`src/rtl/cpu_control_fsm.sv`:
```
// Multi-cycle LEGv8 control sequencer: FETCH/DECODE/EXEC/MEM/WB with memory
// handshakes, a bounded MEM wait and sticky HALTED/ERROR terminal states.
module cpu_control_fsm #(
    parameter int MEM_TIMEOUT  = 16,
    parameter int ILLEGAL_TRAP = 1,
    parameter int ALUOP_W      = 2
) (
    input  logic               clk,
    input  logic               rst_n,
    input  logic [10:0]        inst31_21,
    input  logic               inst_valid,
    output logic               inst_ready,
    input  logic               mem_ack,
    output logic               ir_write,
    output logic               pc_write,
    output logic               reg2loc,
    output logic [1:0]         alu_src,
    output logic [ALUOP_W-1:0] alu_op,
    output logic               branch,
    output logic               branch_zero,
    output logic               branch_nonzero,
    output logic               mem_read,
    output logic               mem_write,
    output logic               mem_to_reg,
    output logic               reg_write,
    output logic               halted,
    output logic               illegal_op,
    output logic               bus_err,
    output logic [2:0]         state
);
    localparam int CNT_W = (MEM_TIMEOUT > 0) ? $clog2(MEM_TIMEOUT + 1) : 1;
    localparam logic [CNT_W-1:0] CNT_LAST = (MEM_TIMEOUT > 0) ? CNT_W'(MEM_TIMEOUT - 1) : '0;

    typedef enum logic [2:0] {
        S_FETCH  = 3'd0,
        S_DECODE = 3'd1,
        S_EXEC   = 3'd2,
        S_MEM    = 3'd3,
        S_WB     = 3'd4,
        S_HALTED = 3'd5,
        S_ERROR  = 3'd6
    } state_t;

    typedef enum logic [2:0] {
        K_ILL  = 3'd0,
        K_LDUR = 3'd1,
        K_STUR = 3'd2,
        K_ALU  = 3'd3,
        K_BR   = 3'd4,
        K_CBZ  = 3'd5,
        K_CBNZ = 3'd6,
        K_HALT = 3'd7
    } kind_t;

    typedef struct packed {
        kind_t              kind;
        logic               reg2loc;
        logic [1:0]         alu_src;
        logic [ALUOP_W-1:0] alu_op;
        logic               mem_to_reg;
    } bundle_t;

    typedef struct packed {
        logic               inst_ready;
        logic               pc_write;
        logic               reg2loc;
        logic [1:0]         alu_src;
        logic [ALUOP_W-1:0] alu_op;
        logic               branch;
        logic               branch_zero;
        logic               branch_nonzero;
        logic               mem_read;
        logic               mem_write;
        logic               mem_to_reg;
        logic               reg_write;
    } outs_t;

    function automatic bundle_t decode_op(input logic [10:0] op);
        bundle_t d;
        d = '0;
        casez (op)
            11'b11111000010: begin d.kind = K_LDUR; d.alu_src = 2'b01; d.mem_to_reg = 1'b1; end
            11'b11111000000: begin d.kind = K_STUR; d.reg2loc = 1'b1; d.alu_src = 2'b01; end
            11'b10001011000, 11'b11001011000,
            11'b10001010000, 11'b10101010000: begin d.kind = K_ALU; d.alu_op = ALUOP_W'(2'b10); end
            11'b1001000100?: begin
                d.kind    = K_ALU;
                d.alu_src = 2'b10;
                d.alu_op  = ALUOP_W'(2'b10);
            end
            11'b10110100???: begin d.kind = K_CBZ; d.reg2loc = 1'b1; d.alu_op = ALUOP_W'(2'b01); end
            11'b10110101???: begin d.kind = K_CBNZ; d.reg2loc = 1'b1; d.alu_op = ALUOP_W'(2'b01); end
            11'b000101?????: d.kind = K_BR;
            11'b11111111111: d.kind = K_HALT;
            default:         d.kind = K_ILL;
        endcase
        return d;
    endfunction

    // Strobes a state presents for its whole stay; computed while entering it.
    function automatic outs_t outs_for(input state_t s, input bundle_t b, input logic skip);
        outs_t o;
        o = '0;
        case (s)
            S_FETCH:  o.inst_ready = 1'b1;
            S_DECODE: o.pc_write = skip;
            S_EXEC, S_MEM, S_WB: begin
                o.reg2loc        = b.reg2loc;
                o.alu_src        = b.alu_src;
                o.alu_op         = b.alu_op;
                o.mem_to_reg     = b.mem_to_reg;
                o.branch         = (s == S_EXEC) && (b.kind == K_BR);
                o.branch_zero    = (s == S_EXEC) && (b.kind == K_CBZ);
                o.branch_nonzero = (s == S_EXEC) && (b.kind == K_CBNZ);
                o.mem_read       = (s == S_MEM) && (b.kind == K_LDUR);
                o.mem_write      = (s == S_MEM) && (b.kind == K_STUR);
                o.reg_write      = (s == S_WB);
                o.pc_write       = (s == S_WB) ||
                                   ((s == S_EXEC) && ((b.kind == K_BR) || (b.kind == K_CBZ) ||
                                                      (b.kind == K_CBNZ)));
            end
            default: o = '0;
        endcase
        return o;
    endfunction

    state_t           state_r;
    logic [10:0]      ir_r;
    bundle_t          dec_r;
    outs_t            out_r;
    logic             halted_r;
    logic             bus_err_r;
    logic             illegal_op_r;
    logic [CNT_W-1:0] cnt_r;

    bundle_t dec_now_s;
    bundle_t dec_fetch_s;
    logic    fetch_skip_s;
    logic    timeout_s;

    assign dec_now_s    = decode_op(ir_r);
    assign dec_fetch_s  = decode_op(inst31_21);
    assign fetch_skip_s = (dec_fetch_s.kind == K_ILL) && (ILLEGAL_TRAP == 0);
    assign timeout_s    = (MEM_TIMEOUT > 0) && (cnt_r == CNT_LAST);

    // Sequencing, IR/bundle capture, MEM wait counter and sticky status flags
    always_ff @(posedge clk or negedge rst_n) begin
        if (!rst_n) begin
            state_r      <= S_FETCH;
            ir_r         <= 11'd0;
            dec_r        <= '0;
            out_r        <= outs_for(S_FETCH, '0, 1'b0);
            halted_r     <= 1'b0;
            bus_err_r    <= 1'b0;
            illegal_op_r <= 1'b0;
            cnt_r        <= '0;
        end else begin
            case (state_r)
                S_FETCH: begin
                    if (inst_valid) begin
                        state_r      <= S_DECODE;
                        ir_r         <= inst31_21;
                        illegal_op_r <= fetch_skip_s;
                        out_r        <= outs_for(S_DECODE, dec_fetch_s, fetch_skip_s);
                    end
                end
                S_DECODE: begin
                    dec_r <= dec_now_s;
                    case (dec_now_s.kind)
                        K_HALT: begin
                            state_r  <= S_HALTED;
                            halted_r <= 1'b1;
                            out_r    <= outs_for(S_HALTED, dec_now_s, 1'b0);
                        end
                        K_ILL: begin
                            if (ILLEGAL_TRAP != 0) begin
                                state_r      <= S_ERROR;
                                illegal_op_r <= 1'b1;
                                out_r        <= outs_for(S_ERROR, dec_now_s, 1'b0);
                            end else begin
                                state_r      <= S_FETCH;
                                illegal_op_r <= 1'b0;
                                out_r        <= outs_for(S_FETCH, dec_now_s, 1'b0);
                            end
                        end
                        default: begin
                            state_r <= S_EXEC;
                            out_r   <= outs_for(S_EXEC, dec_now_s, 1'b0);
                        end
                    endcase
                end
                S_EXEC: begin
                    case (dec_r.kind)
                        K_BR, K_CBZ, K_CBNZ: begin
                            state_r <= S_FETCH;
                            out_r   <= outs_for(S_FETCH, dec_r, 1'b0);
                        end
                        K_LDUR, K_STUR: begin
                            state_r <= S_MEM;
                            cnt_r   <= '0;
                            out_r   <= outs_for(S_MEM, dec_r, 1'b0);
                        end
                        default: begin
                            state_r <= S_WB;
                            out_r   <= outs_for(S_WB, dec_r, 1'b0);
                        end
                    endcase
                end
                S_MEM: begin
                    if (mem_ack) begin
                        if (dec_r.kind == K_LDUR) begin
                            state_r <= S_WB;
                            out_r   <= outs_for(S_WB, dec_r, 1'b0);
                        end else begin
                            state_r <= S_FETCH;
                            out_r   <= outs_for(S_FETCH, dec_r, 1'b0);
                        end
                    end else begin
                        cnt_r <= cnt_r + CNT_W'(1);
                        if (timeout_s) begin
                            state_r   <= S_ERROR;
                            bus_err_r <= 1'b1;
                            out_r     <= outs_for(S_ERROR, dec_r, 1'b0);
                        end
                    end
                end
                S_WB: begin
                    state_r <= S_FETCH;
                    out_r   <= outs_for(S_FETCH, dec_r, 1'b0);
                end
                default: state_r <= state_r;
            endcase
        end
    end

    // ir_write and the store-completion pc_write follow their handshake input in-cycle
    assign inst_ready     = out_r.inst_ready;
    assign ir_write       = out_r.inst_ready & inst_valid;
    assign pc_write       = out_r.pc_write |
                            ((state_r == S_MEM) & (dec_r.kind == K_STUR) & mem_ack);
    assign reg2loc        = out_r.reg2loc;
    assign alu_src        = out_r.alu_src;
    assign alu_op         = out_r.alu_op;
    assign branch         = out_r.branch;
    assign branch_zero    = out_r.branch_zero;
    assign branch_nonzero = out_r.branch_nonzero;
    assign mem_read       = out_r.mem_read;
    assign mem_write      = out_r.mem_write;
    assign mem_to_reg     = out_r.mem_to_reg;
    assign reg_write      = out_r.reg_write;
    assign halted         = halted_r;
    assign illegal_op     = illegal_op_r;
    assign bus_err        = bus_err_r;
    assign state          = state_r;

endmodule

```
`config.mk`:
```
export PLATFORM = sky130hd
export DESIGN_NAME = cpu_control_fsm
export DESIGN_NICKNAME = d
export VERILOG_FILES = /design/src/rtl/cpu_control_fsm.sv
export SDC_FILE = /design/constraint.sdc
export NUM_CORES = 1
export LEC_CHECK = 0
export CORE_UTILIZATION = 46
export DETAILED_ROUTE_END_ITERATION = 8
export PLACE_DENSITY = 0.66
export SLEW_MARGIN = 10
export SYNTH_ARGS = -nofsm -noshare
export SYNTH_HDL_FRONTEND = slang
export SYNTH_SLANG_ARGS = --single-unit
export TNS_END_PERCENT = 5
```
`constraint.sdc`:
```
create_clock -name clk -period 6.3 [get_ports clk]
set_clock_uncertainty 0.2 [all_clocks]
set_input_delay 1.575 -clock clk [delete_from_list [all_inputs] [get_ports clk]]
set_output_delay 1.575 -clock clk [all_outputs]
set_load 0.03 [all_outputs]
```
==> results.sh <==
export IMPL_outcome="finished, violations left"
export IMPL_violations="DRC"
export IMPL_async_reset_ff_frac=1.00
export IMPL_cp_start_kind="primary input"
export IMPL_tns_ns=0
export IMPL_cts_setup_buffers=0
export IMPL_grt_start_max_net_pins=46
export IMPL_ctsHoldBuffers=0
export IMPL_coreArea_mm2=0.00447
export IMPL_power_density_mw_per_mm2=196
export IMPL_largest_register="ir_r"
export IMPL_p_leak_nw=1.25
export IMPL_hold_viol=0
export IMPL_vdd_ir_drop_max_mv=0.124
export IMPL_startpoint="mem_ack"
export IMPL_rsz0062_at_grt="false"
export IMPL_critPathSlowestCell="clkdlybuf4s50_1"
export IMPL_yosysMostFrequentCell="dfrtp_1"
export IMPL_cpLargestDelayFamily="buffers and inverters"
export IMPL_drt_iter0_markers=125
export IMPL_via_per_inst=5.89
export IMPL_avgRoutedWirePerCell_um=15.3
export IMPL_grt_pass1_vias=1752
export IMPL_tightest_slew_ns=0.988
export IMPL_detail_route_antenna_nets=0
export IMPL_slowest_delay_ns=0.66
export IMPL_arrival_ns=3.15
export IMPL_drcViolationCount=2
export IMPL_synth_nets=232
export IMPL_rows=24
export IMPL_area_growth_pct=20.4
export IMPL_fin_nets=260
export IMPL_synth_seq_area_share=0.512
export IMPL_critPathRequiredTime_ns=4.53
export IMPL_clock_path_buffers=2
export IMPL_top_regs="ir_r (11), dec_r (9), cnt_r (5)"
export IMPL_maxCapViolations=0
export IMPL_htreeDepth=2
export IMPL_timing_fmax_mhz=203
export IMPL_dpl_instance_area_mm2=0.00254
export IMPL_die_y_um=71.2
export IMPL_grt_pass1_wl_um=8130
export IMPL_clk_pin_slew_ns=0.08
export IMPL_hp_start="bus_err"
export IMPL_synth_seq_cells=45
export IMPL_fp_dieArea_mm2=0.00507
export IMPL_syn_area_mm2=0.00220
export IMPL_synth_edf_count=0
export IMPL_end_kind="output port"
export IMPL_crit_chain="clkdlybuf4s50_1 -> and3_1 -> a21o_1 -> clkdlybuf4s50_1"
export IMPL_grt_usage=0.209
export IMPL_n_antenna_cell=0
export IMPL_crit_buf_inv=2
export IMPL_netlist_top_cells_count="dfrtp_1, nand2_1, nor2_1"
export IMPL_synth_top_area_frac=0.500
export IMPL_cts_tree="built"
export IMPL_synth_distinct_cells=47
export IMPL_largest_register_ffs=11
export IMPL_grt_ovfl_total=0
export IMPL_finalInstanceArea_mm2=0.00265
export IMPL_cp_common_cell="clkdlybuf4s50_1"
export IMPL_yosys_area_top_type="dfrtp_1"
export IMPL_yosysWarnings=0
export IMPL_dpl_hpwl_um=3200
export IMPL_setup_viol_count_final=0
export IMPL_synth_area_top_cells="dfrtp_1, mux2_2, nand2_1"
export IMPL_antenna_found_initial=0
export IMPL_synth_ff_type="dfrtp_1"
export IMPL_slew_headroom=0.341
export IMPL_io_pins=36
export IMPL_cts_root_buffer="clkbuf_8"
export IMPL_syn_area_per_cell_um2=10.2
export IMPL_cts_sinks=45
export IMPL_path_max_fanout=5
export IMPL_path_class="primary input to output port"
export IMPL_routed_wl_um=4530
export IMPL_fin_crit_sh=0.781
export IMPL_cts_resized=0
export IMPL_drt_first_pass_iters=6
export IMPL_gp_congestion=0.805
export IMPL_drv_slew=0
export IMPL_period_needed_ns=4.92
export IMPL_cts_buffers=5
export IMPL_syn_inst=215
export IMPL_die_width_um=71.2
export IMPL_start_util=0.492
export IMPL_r2r_start="cnt_r[0]"
export IMPL_vias=1743
export IMPL_hp_class="register to register"
export IMPL_insertion_delay_ns=0.29
export IMPL_drive_gt1_frac=0.102
export IMPL_portBuffers=35
routing by layer:
metal | part of all wire | GRT usage | vias to the layer above
met3 | 0.038 | 0.0513 | 6
met4 | 0.015 | 0.0911 | 0
met1 | 0.47 | 0.266 | 863
met2 | 0.48 | 0.340 | 35
met5 | 0 | 0 | -
li1 | - | - | 839
path summary, 6_finish.rpt:
check                           endpoint  slack (ns)  depth (start not counted)
max in group asynchronous       cnt_r[3]        4.05                          1
worst max register to register   reg2loc        3.82                          8
worst max-delay path            pc_write        1.38                          4
min in group asynchronous       mem_read        1.23                          1
worst min register to register   bus_err        0.26                          1
worst min-delay path             bus_err        0.26                          1
per-stage QoR:
step	setup WS [ns]	instances	hold slack, ns	utilization	power, W
floorplan	2.49	215	0.247	-	0.000297
global placement	1.40	288	0.240	0.568	0.000313
detailed placement	1.39	288	0.249	0.568	0.000313
CTS	1.38	296	0.268	0.592	0.000528
global route	1.29	296	0.289	0.592	0.000540
finish	1.38	296	0.259	0.592	0.000518
cell usage in the layout, fill, tap and decap left out, drive strengths merged, types with 2 or more instances in the layout:
master,synthesis,final
dfrtp,44,44
clkdlybuf4s50,0,34
nand2,23,23
nor2,16,16
o21ai,12,12
a21o,11,11
mux2,10,10
nand3,8,8
nor3,7,7
a221o,6,6
clkbuf,8,6
and3,5,5
nand4,5,5
a21oi,5,5
inv,4,4
nor2b,4,4
a31oi,4,4
a22o,4,4
and2,3,3
o211ai,2,2
and4,2,2
o22ai,2,2
or2,2,2
ha,2,2
buf,7,2
cell type report:
cell class                 instances  area, um2
clock buffer                       6       72.6
clock inverter                     2       35.0
inverter                           4       15.0
fill                             409       1830
timing repair buffer              36        353
tap                               52       65.1
sequential                        45       1130
multi-input combinational        151        981
worst reg2reg max path: cells and delay by family (launching register included):
kind | cells | cell delay [ns]
AND/OR/NAND/NOR | 1 | 0.19
flip-flops | 1 | 0.42
adder cells (fa/ha/maj) | 2 | 0.44
AO/OA/AOI/OAI | 4 | 0.89
buffers and inverters | 1 | 0.29
cells by family after synthesis:
logic type | synth area share
buffers and inverters | 0.0421
DFF | 0.512
AOI/OAI and AO/OA | 0.169
and+or+nand+nor | 0.201
xor gates and xnor gates | 0.00796
adders and majority gates | 0.0114
muxes | 0.0557
report_power, final:
part	switching (W)	total, W	leakage [nW]	internal (W)
Combinational	0.00000817	0.0000167	0.612	0.00000850
Clock	0.0000942	0.000212	0.0552	0.000118
Sequential	0.000000518	0.000290	0.584	0.000289
Power figures use the tool's default switching activity.
